`src/rtl/text_scanout.sv`:
```
// Raster timing generator and character-grid walker feeding video_ram reads; re-times cell words with sync/blank/pixel coords.
// Latency: read_ad is one register after the counters; all other outputs are RD_LAT+1 cycles after the counters.
// Backpressure: none; free-running pixel-rate stream, the downstream stage must accept one pixel per clock.
module text_scanout #(
   parameter int H_ACTIVE = 512,
   parameter int H_FP     = 16,
   parameter int H_SYNC   = 64,
   parameter int H_BP     = 48,
   parameter int V_ACTIVE = 256,
   parameter int V_FP     = 10,
   parameter int V_SYNC   = 2,
   parameter int V_BP     = 33,
   parameter int SYNC_POL = 0,
   parameter int RD_LAT   = 2
) (
   input  logic        clk,
   input  logic        reset,
   output logic [10:0] read_ad,
   input  logic [8:0]  read_data,
   output logic        hsync,
   output logic        vsync,
   output logic        de,
   output logic        in_text,
   output logic [8:0]  cell_data,
   output logic [2:0]  px_x,
   output logic [2:0]  px_y,
   output logic        frame_start
);

   localparam int H_TOTAL = H_ACTIVE + H_FP + H_SYNC + H_BP;
   localparam int V_TOTAL = V_ACTIVE + V_FP + V_SYNC + V_BP;

   // Counters are at least wide enough to slice col = hcnt[8:3] and row = vcnt[7:3]
   // and to compare against the 512x256 grid limits, even for tiny test timings.
   localparam int HW = ($clog2(H_TOTAL + 1) > 10) ? $clog2(H_TOTAL + 1) : 10;
   localparam int VW = ($clog2(V_TOTAL + 1) > 9) ? $clog2(V_TOTAL + 1) : 9;

   localparam logic [HW-1:0] H_MAX  = HW'(H_TOTAL - 1);
   localparam logic [HW-1:0] H_ACT  = HW'(H_ACTIVE);
   localparam logic [HW-1:0] H_SS   = HW'(H_ACTIVE + H_FP);
   localparam logic [HW-1:0] H_SE   = HW'(H_ACTIVE + H_FP + H_SYNC);
   localparam logic [HW-1:0] H_GRID = HW'(512);
   localparam logic [HW-1:0] H_ONE  = HW'(1);

   localparam logic [VW-1:0] V_MAX  = VW'(V_TOTAL - 1);
   localparam logic [VW-1:0] V_ACT  = VW'(V_ACTIVE);
   localparam logic [VW-1:0] V_SS   = VW'(V_ACTIVE + V_FP);
   localparam logic [VW-1:0] V_SE   = VW'(V_ACTIVE + V_FP + V_SYNC);
   localparam logic [VW-1:0] V_GRID = VW'(256);
   localparam logic [VW-1:0] V_ONE  = VW'(1);

   localparam logic POL = (SYNC_POL != 0);

   // Per-pixel control word carried alongside the RAM read. Sync bits are
   // stored as "active" and converted to the output polarity at the end.
   typedef struct packed {
      logic       de;
      logic       hs;
      logic       vs;
      logic       in_text;
      logic       fs;
      logic [2:0] px;
      logic [2:0] py;
   } ctrl_t;

   logic [HW-1:0]      hcnt_q, hcnt_d;
   logic [VW-1:0]      vcnt_q, vcnt_d;
   logic [10:0]        read_ad_q, read_ad_d;
   ctrl_t              ctrl0;
   ctrl_t [RD_LAT:0]   pipe_q, pipe_d;
   ctrl_t              out_c;

   // Raster counters: hcnt wraps at H_TOTAL-1 and carries into vcnt.
   always_comb begin
      hcnt_d = hcnt_q + H_ONE;
      vcnt_d = vcnt_q;
      if (hcnt_q == H_MAX) begin
         hcnt_d = '0;
         vcnt_d = (vcnt_q == V_MAX) ? '0 : vcnt_q + V_ONE;
      end
   end

   // Stage-0 decode of the current raster position and the cell address to fetch.
   always_comb begin
      ctrl0         = '0;
      ctrl0.de      = (hcnt_q < H_ACT) && (vcnt_q < V_ACT);
      ctrl0.hs      = (hcnt_q >= H_SS) && (hcnt_q < H_SE);
      ctrl0.vs      = (vcnt_q >= V_SS) && (vcnt_q < V_SE);
      ctrl0.in_text = ctrl0.de && (hcnt_q < H_GRID) && (vcnt_q < V_GRID);
      ctrl0.fs      = (hcnt_q == '0) && (vcnt_q == '0);
      ctrl0.px      = hcnt_q[2:0];
      ctrl0.py      = vcnt_q[2:0];
      // Outside the grid the address is parked at 0 so nothing past H_ACTIVE is ever fetched.
      read_ad_d     = ctrl0.in_text ? {vcnt_q[7:3], hcnt_q[8:3]} : 11'd0;
   end

   // Control shift pipeline: slot 0 sits beside read_ad, slot RD_LAT meets read_data.
   always_comb begin
      pipe_d = {pipe_q[RD_LAT-1:0], ctrl0};
   end

   // State registers; a reset anywhere in the frame restarts the raster at (0,0) with an empty pipeline.
   always_ff @(posedge clk or negedge reset) begin
      if (!reset) begin
         hcnt_q    <= '0;
         vcnt_q    <= '0;
         read_ad_q <= '0;
         pipe_q    <= '0;
      end else begin
         hcnt_q    <= hcnt_d;
         vcnt_q    <= vcnt_d;
         read_ad_q <= read_ad_d;
         pipe_q    <= pipe_d;
      end
   end

   assign out_c       = pipe_q[RD_LAT];
   assign read_ad     = read_ad_q;
   assign de          = out_c.de;
   assign in_text     = out_c.in_text;
   assign frame_start = out_c.fs;
   assign px_x        = out_c.px;
   assign px_y        = out_c.py;
   assign hsync       = out_c.hs ^ ~POL;
   assign vsync       = out_c.vs ^ ~POL;
   // read_data arrives in the same cycle as its pixel's control word, so gate it unregistered.
   assign cell_data   = out_c.in_text ? read_data : 9'd0;

endmodule

```
`config.mk`:
```
export PLATFORM = sky130hd
export DESIGN_NAME = text_scanout
export DESIGN_NICKNAME = d
export VERILOG_FILES = /design/src/rtl/text_scanout.sv
export SDC_FILE = /design/constraint.sdc
export NUM_CORES = 1
export LEC_CHECK = 0
export BUFFER_PORTS_ARGS = -buffer_cell sky130_fd_sc_hd__buf_4
export CAP_MARGIN = 15
export CORE_UTILIZATION = 51
export CTS_BUF_LIST = sky130_fd_sc_hd__clkbuf_2 sky130_fd_sc_hd__clkbuf_4 sky130_fd_sc_hd__clkbuf_8
export DETAILED_ROUTE_END_ITERATION = 10
export PLACE_DENSITY_LB_ADDON = 0.2
export SLEW_MARGIN = 0
export SYNTH_ARGS = -nofsm -noshare
export SYNTH_HDL_FRONTEND = slang
export SYNTH_SLANG_ARGS = --single-unit
```
`constraint.sdc`:
```
create_clock -name clk -period 2.9 [get_ports clk]
set_input_delay 0 -clock clk [delete_from_list [all_inputs] [get_ports clk]]
set_output_delay 0 -clock clk [all_outputs]
set_load 0.05 [all_outputs]
```
### Word level (Yosys, flattened, before mapping)

Index checks and enable logic that the tools add are counted.
Widths: inputs -> output; s select.

| word-level totals | value |
|---|---|
| memories kept | 0 |
| bits in read-only memories | 0 |
| bits in latches | 0 |
| logic and storage cells | 48 |
| memory bits (writable) | 0 |
| bits in registers | 63 |

| cells by class | value |
|---|---|
| shift-type cells | 0 |
| add/subtract/negate cells | 2 |
| divide/modulo/power cells | 0 |
| muxes and demuxes | 4 |
| bitwise logic cells | 2 |
| reductions and logical operators | 8 |
| equal/unequal tests | 2 |
| multipliers | 0 |
| magnitude comparators | 6 |

Operators by type and width:

| operator | number |
|---|---|
| $lt 10x10->1 const B | 2 |
| $lt 9x9->1 const B | 2 |
| $mux 9 | 2 |
| $mux 11 | 1 |
| $add 10x1->10 const B | 1 |
| $eq 10x10->1 const B | 1 |
| $ge 10x10->1 const B | 1 |
| $logic_not 10->1 | 1 |
| $mux 10 | 1 |
| $add 9x1->9 const B | 1 |
| $eq 9x9->1 const B | 1 |
| $ge 9x9->1 const B | 1 |
| $logic_not 9->1 | 1 |
| $logic_and 1x1->1 | 6 |
| $not 1->1 | 2 |

### Depth between registers and ports, before layout

| logic depth | value |
|---|---|
| word-level depth | 5 |
| depth in mapped cells | 6 |
| mapped depth without buffers | 6 |

### Worst setup path before layout

No wires, ideal clock.

| timing path | value |
|---|---|
| kind | register to register |
| start | register hcnt_q[7] |
| end | register vcnt_q[7] |
| stages on the path, launching flop included | 6 |
| path slack | 1.203 ns |
| arrival time | 1.617 ns |
| data required time | 2.821 ns |
| clock period less this slack | 1.697 ns |
| path through | dfrtp_1 > or3b_4 > or3_4 > buf_6 > nor3_4 > xor2_1 |

| between the ends | value |
|---|---|
| word-level cells in the longest chain between the ends | 1 |

RTL lines:

| what | line | source |
|---|---|---|
| start, declared | 66 | `logic [HW-1:0] hcnt_q, hcnt_d;` |
| start signal, assigned | 110 | `hcnt_q <= hcnt_d;` |
| $eq 10x10->1 | 77 | `if (hcnt_q == H_MAX) begin` |
| end signal, assigned | 111 | `vcnt_q <= vcnt_d;` |
| end, declared | 67 | `logic [VW-1:0] vcnt_q, vcnt_d;` |

Every way passes these cells.
A chain may end at the register's enable or synchronous reset.

### Worst setup path after layout

| timing path | value |
|---|---|
| start | register hcnt_q[7] |
| end | register vcnt_q[4] |

Same word-level chain as after synthesis.

==> reports/metrics.yaml <==
placed_design:
  gp_congestion: 0.887
  dp_hpwl_mm: 2.56
  placed_area_mm2: 0.00257
  io_buffers: 41
sta:
  slew_headroom_pct: 53.1
  finalHoldViolCount: 0
  final-max-slew-violation-count: 0
  rsz0062_at_grt: "no"
  fin_crit_sh_pct: 64.1
  fmax_ghz: 0.538
  fin_hold_ws_ps: 265
  finalCriticalPeriod_ps: 1860
  finalSetupTns_ps: 0
  skew_ps: 7.51
  setup_violations: 0
  tightest_slew_ps: 703
yosys:
  yosysWarnings: 0
  seq_area_frac_synth_pct: 65.9
  syn_avg_cell_area_um2: 12.3
  ys_ff_latch: 60
  synth_compound_area_share_pct: 4.56
  synth_nets: 202
  synth_xor_xnor_area_share_pct: 3.07
  yosys.area_share.simple_pct: 18.2
  ys_types: 31
  synth_area_mm2: 0.00228
  synth_top_family_by_area: "simple AND/OR/NAND/NOR gates"
  synthMuxAreaShare_pct: 0.439
  yosys.area_share.adder_pct: 2.74
  syn_inst: 186
setup_path:
  r2r_start: "hcnt_q[7]"
  crit_fanout: 8
  crit_chain: "or3b_4 > nor3_2 > nand2_1 > o31ai_1"
  reg2reg_slack_ps: 1040
  path_buf_inv: 0
  r2r-end: "vcnt_q[4]"
  crit_type: "flop to flop"
  slowest_stage: "dfrtp_1"
  cpPeakStageDelay_ps: 450
  cp.arrival_ps: 2100
  crit_family: "simple AND/OR/NAND/NOR gates"
  cp-start-kind: "flop"
  cp-end-kind: "flop"
  reg2regPathDepth: 4
  crit_required_ps: 3140
power:
  p_sw_share_pct: 20.3
  power.internal_mw: 1.38
  cellLeakagePower_nw: 1.36
  clock_power_share_pct: 48.1
  combPwrFrac_pct: 3.7
  max-vdd-ir-drop_mv: 0.371
  seqPwrFrac_pct: 48.2
  p_per_area_mw_per_mm2: 618
  p_switching_mw: 0.353
route:
  dr.pass1.iters: 5
  drt_iter0_drc: 79
  drc_errors: 0
  drt-vias-per-instance: 5.23
  ant_nets: 0
  post_drt_wl_per_cell_um: 13.8
  vias: 1481
  wl_mm: 3.90
worst_hold_path:
  worstHoldPathType: "primary input to asynchronous set/reset pin"
global_routing:
  grt-ovfl-total: 0
  track_usage_pct: 19.6
  antenna_found_initial: 0
  grt_max_degree: 61
  grt_pass1_vias: 1363
  grt_pass1_wl_mm: 6.22
cts:
  cts_tree: "built"
  htree_levels: 3
  cts.sinks: 60
  cts_resized: 0
  clock_latency_ps: 340
  cts_post_setup_buffers_inserted: 0
  clk_pin_slew_ps: 70
  cts_root_buffer: "clkbuf_8"
  clockBufferDepth: 2
  cts_hold_buf: 1
  numCtsBuffers: 9
final_layout:
  layout.area.seq_mm2: 0.00150
  multi_input_area_um2: 662
  area_growth_pct: 23.1
  drive_gt1_share_pct: 26.2
  final_common_cell: "dfrtp_1"
  final_area_mm2: 0.00281
  fillers: 309
  nets: 244
  layout_common_cells: "dfrtp_1 (60), buf_4 (41), and2_1 (19), nand3_1 (11)"
  diodes: 0
floorplan:
  start_util_pct: 55.0
  die_w_um: 68.9
  die_h_um: 68.9
  die_area_mm2: 0.00474
  core_mm2: 0.00414
  std_cell_rows: 23
  num_io_pins: 42
outcome:
  status: "complete, no violations"
flow_run:
  drv_cap: 0
==> layout make-up <==
class | count | area share (%)
Clock buffer | 12 | 5.44
Clock inverter | 4 | 2.59
Inverter | 10 | 1.34
Multi-Input combinational cell | 105 | 23.6
Sequential cell | 60 | 53.5
Tap cell | 50 | 2.23
Timing Repair Buffer | 42 | 11.3
==> kinds of logic after synthesis <==
kind of cell / count (synthesis)
multiplexers: 1
adder cells (fa/ha/maj): 5
AND/OR/NAND/NOR: 73
AO/OA/AOI/OAI: 18
flip-flops: 60
buffers and inverters: 21
XOR/XNOR: 8
==> metal layers <==
| layer | vias to the layer above | GRT usage [%] | share of wire [%] |
|---|---|---|---|
| li1 | 699 | - | - |
| met1 | 698 | 23.5 | 42 |
| met2 | 75 | 29.1 | 46 |
| met3 | 9 | 7.07 | 9.0 |
| met4 | 0 | 13.8 | 2.8 |
| met5 | - | 0 | 0 |
==> flip-flops by register name (all words and copies together) (netlist names) <==
name / flops
de: 1
frame_start: 1
hcnt_q: 10
out_c: 2
pipe_d: 20
px_x: 3
px_y: 3
read_ad: 11
vcnt_q: 9
==> cells in the mapped netlist <==
library cell	n	share of area, %
nand3b_1	1	0.33
nor4_1	2	0.55
o21ai_0	7	1.5
a21oi_1	6	1.3
or3_1	5	1.4
buf_6	1	0.49
mux2i_1	1	0.44
nand4_1	3	0.82
and3_1	2	0.55
nor3_4	1	0.71
nor3_2	1	0.44
o31ai_1	1	0.33
or3_4	1	0.49
and2_1	19	5.2
nor3b_1	1	0.33
or3b_4	1	0.49
a31oi_1	1	0.27
inv_1	10	1.6
o21bai_1	1	0.33
clkbuf_1	2	0.33
nand3_1	11	2.4
xor2_1	5	1.9
dfrtp_1	60	66
o22ai_1	1	0.27
o2111a_1	1	0.49
ha_1	5	2.7
xnor2_1	3	1.2
nand2_1	10	1.6
nor2_1	8	1.3
nor3_1	7	1.5
buf_4	8	2.6
==> how the worst max path moves through the flow <==
stage,cells past startpoint,slack [ps],end,startpoint
after floorplan,5,1200,vcnt_q[7],hcnt_q[7]
after global placement,4,1140,vcnt_q[5],hcnt_q[7]
after detailed placement,4,1060,vcnt_q[5],hcnt_q[9]
after CTS,4,1050,vcnt_q[5],hcnt_q[7]
after global routing,4,910,vcnt_q[4],hcnt_q[9]
final,4,1040,vcnt_q[4],hcnt_q[7]
==> power groups by stage <==
stage          Clock (mW)  Sequential [mW]  Combinational [mW]
2_1_floorplan           0            0.853              0.0283
3_3_place_gp            0            0.852              0.0638
3_5_place_dp            0            0.852              0.0646
4_1_cts             0.850            0.837              0.0656
5_1_grt             0.892            0.836              0.0708
6_report            0.835            0.837              0.0638
==> stage by stage <==
step	utilization [%]	std cells	setup WS (ps)	power (mW)
after floorplan	-	186	1200	0.881
after global placement	62.0	266	1140	0.916
after detailed placement	62.0	266	1060	0.917
after CTS	67.7	283	1050	1.75
after global routing	67.7	283	914	1.80
final	67.7	283	1040	1.74
No activity file was read; power rests on OpenSTA's default activity.
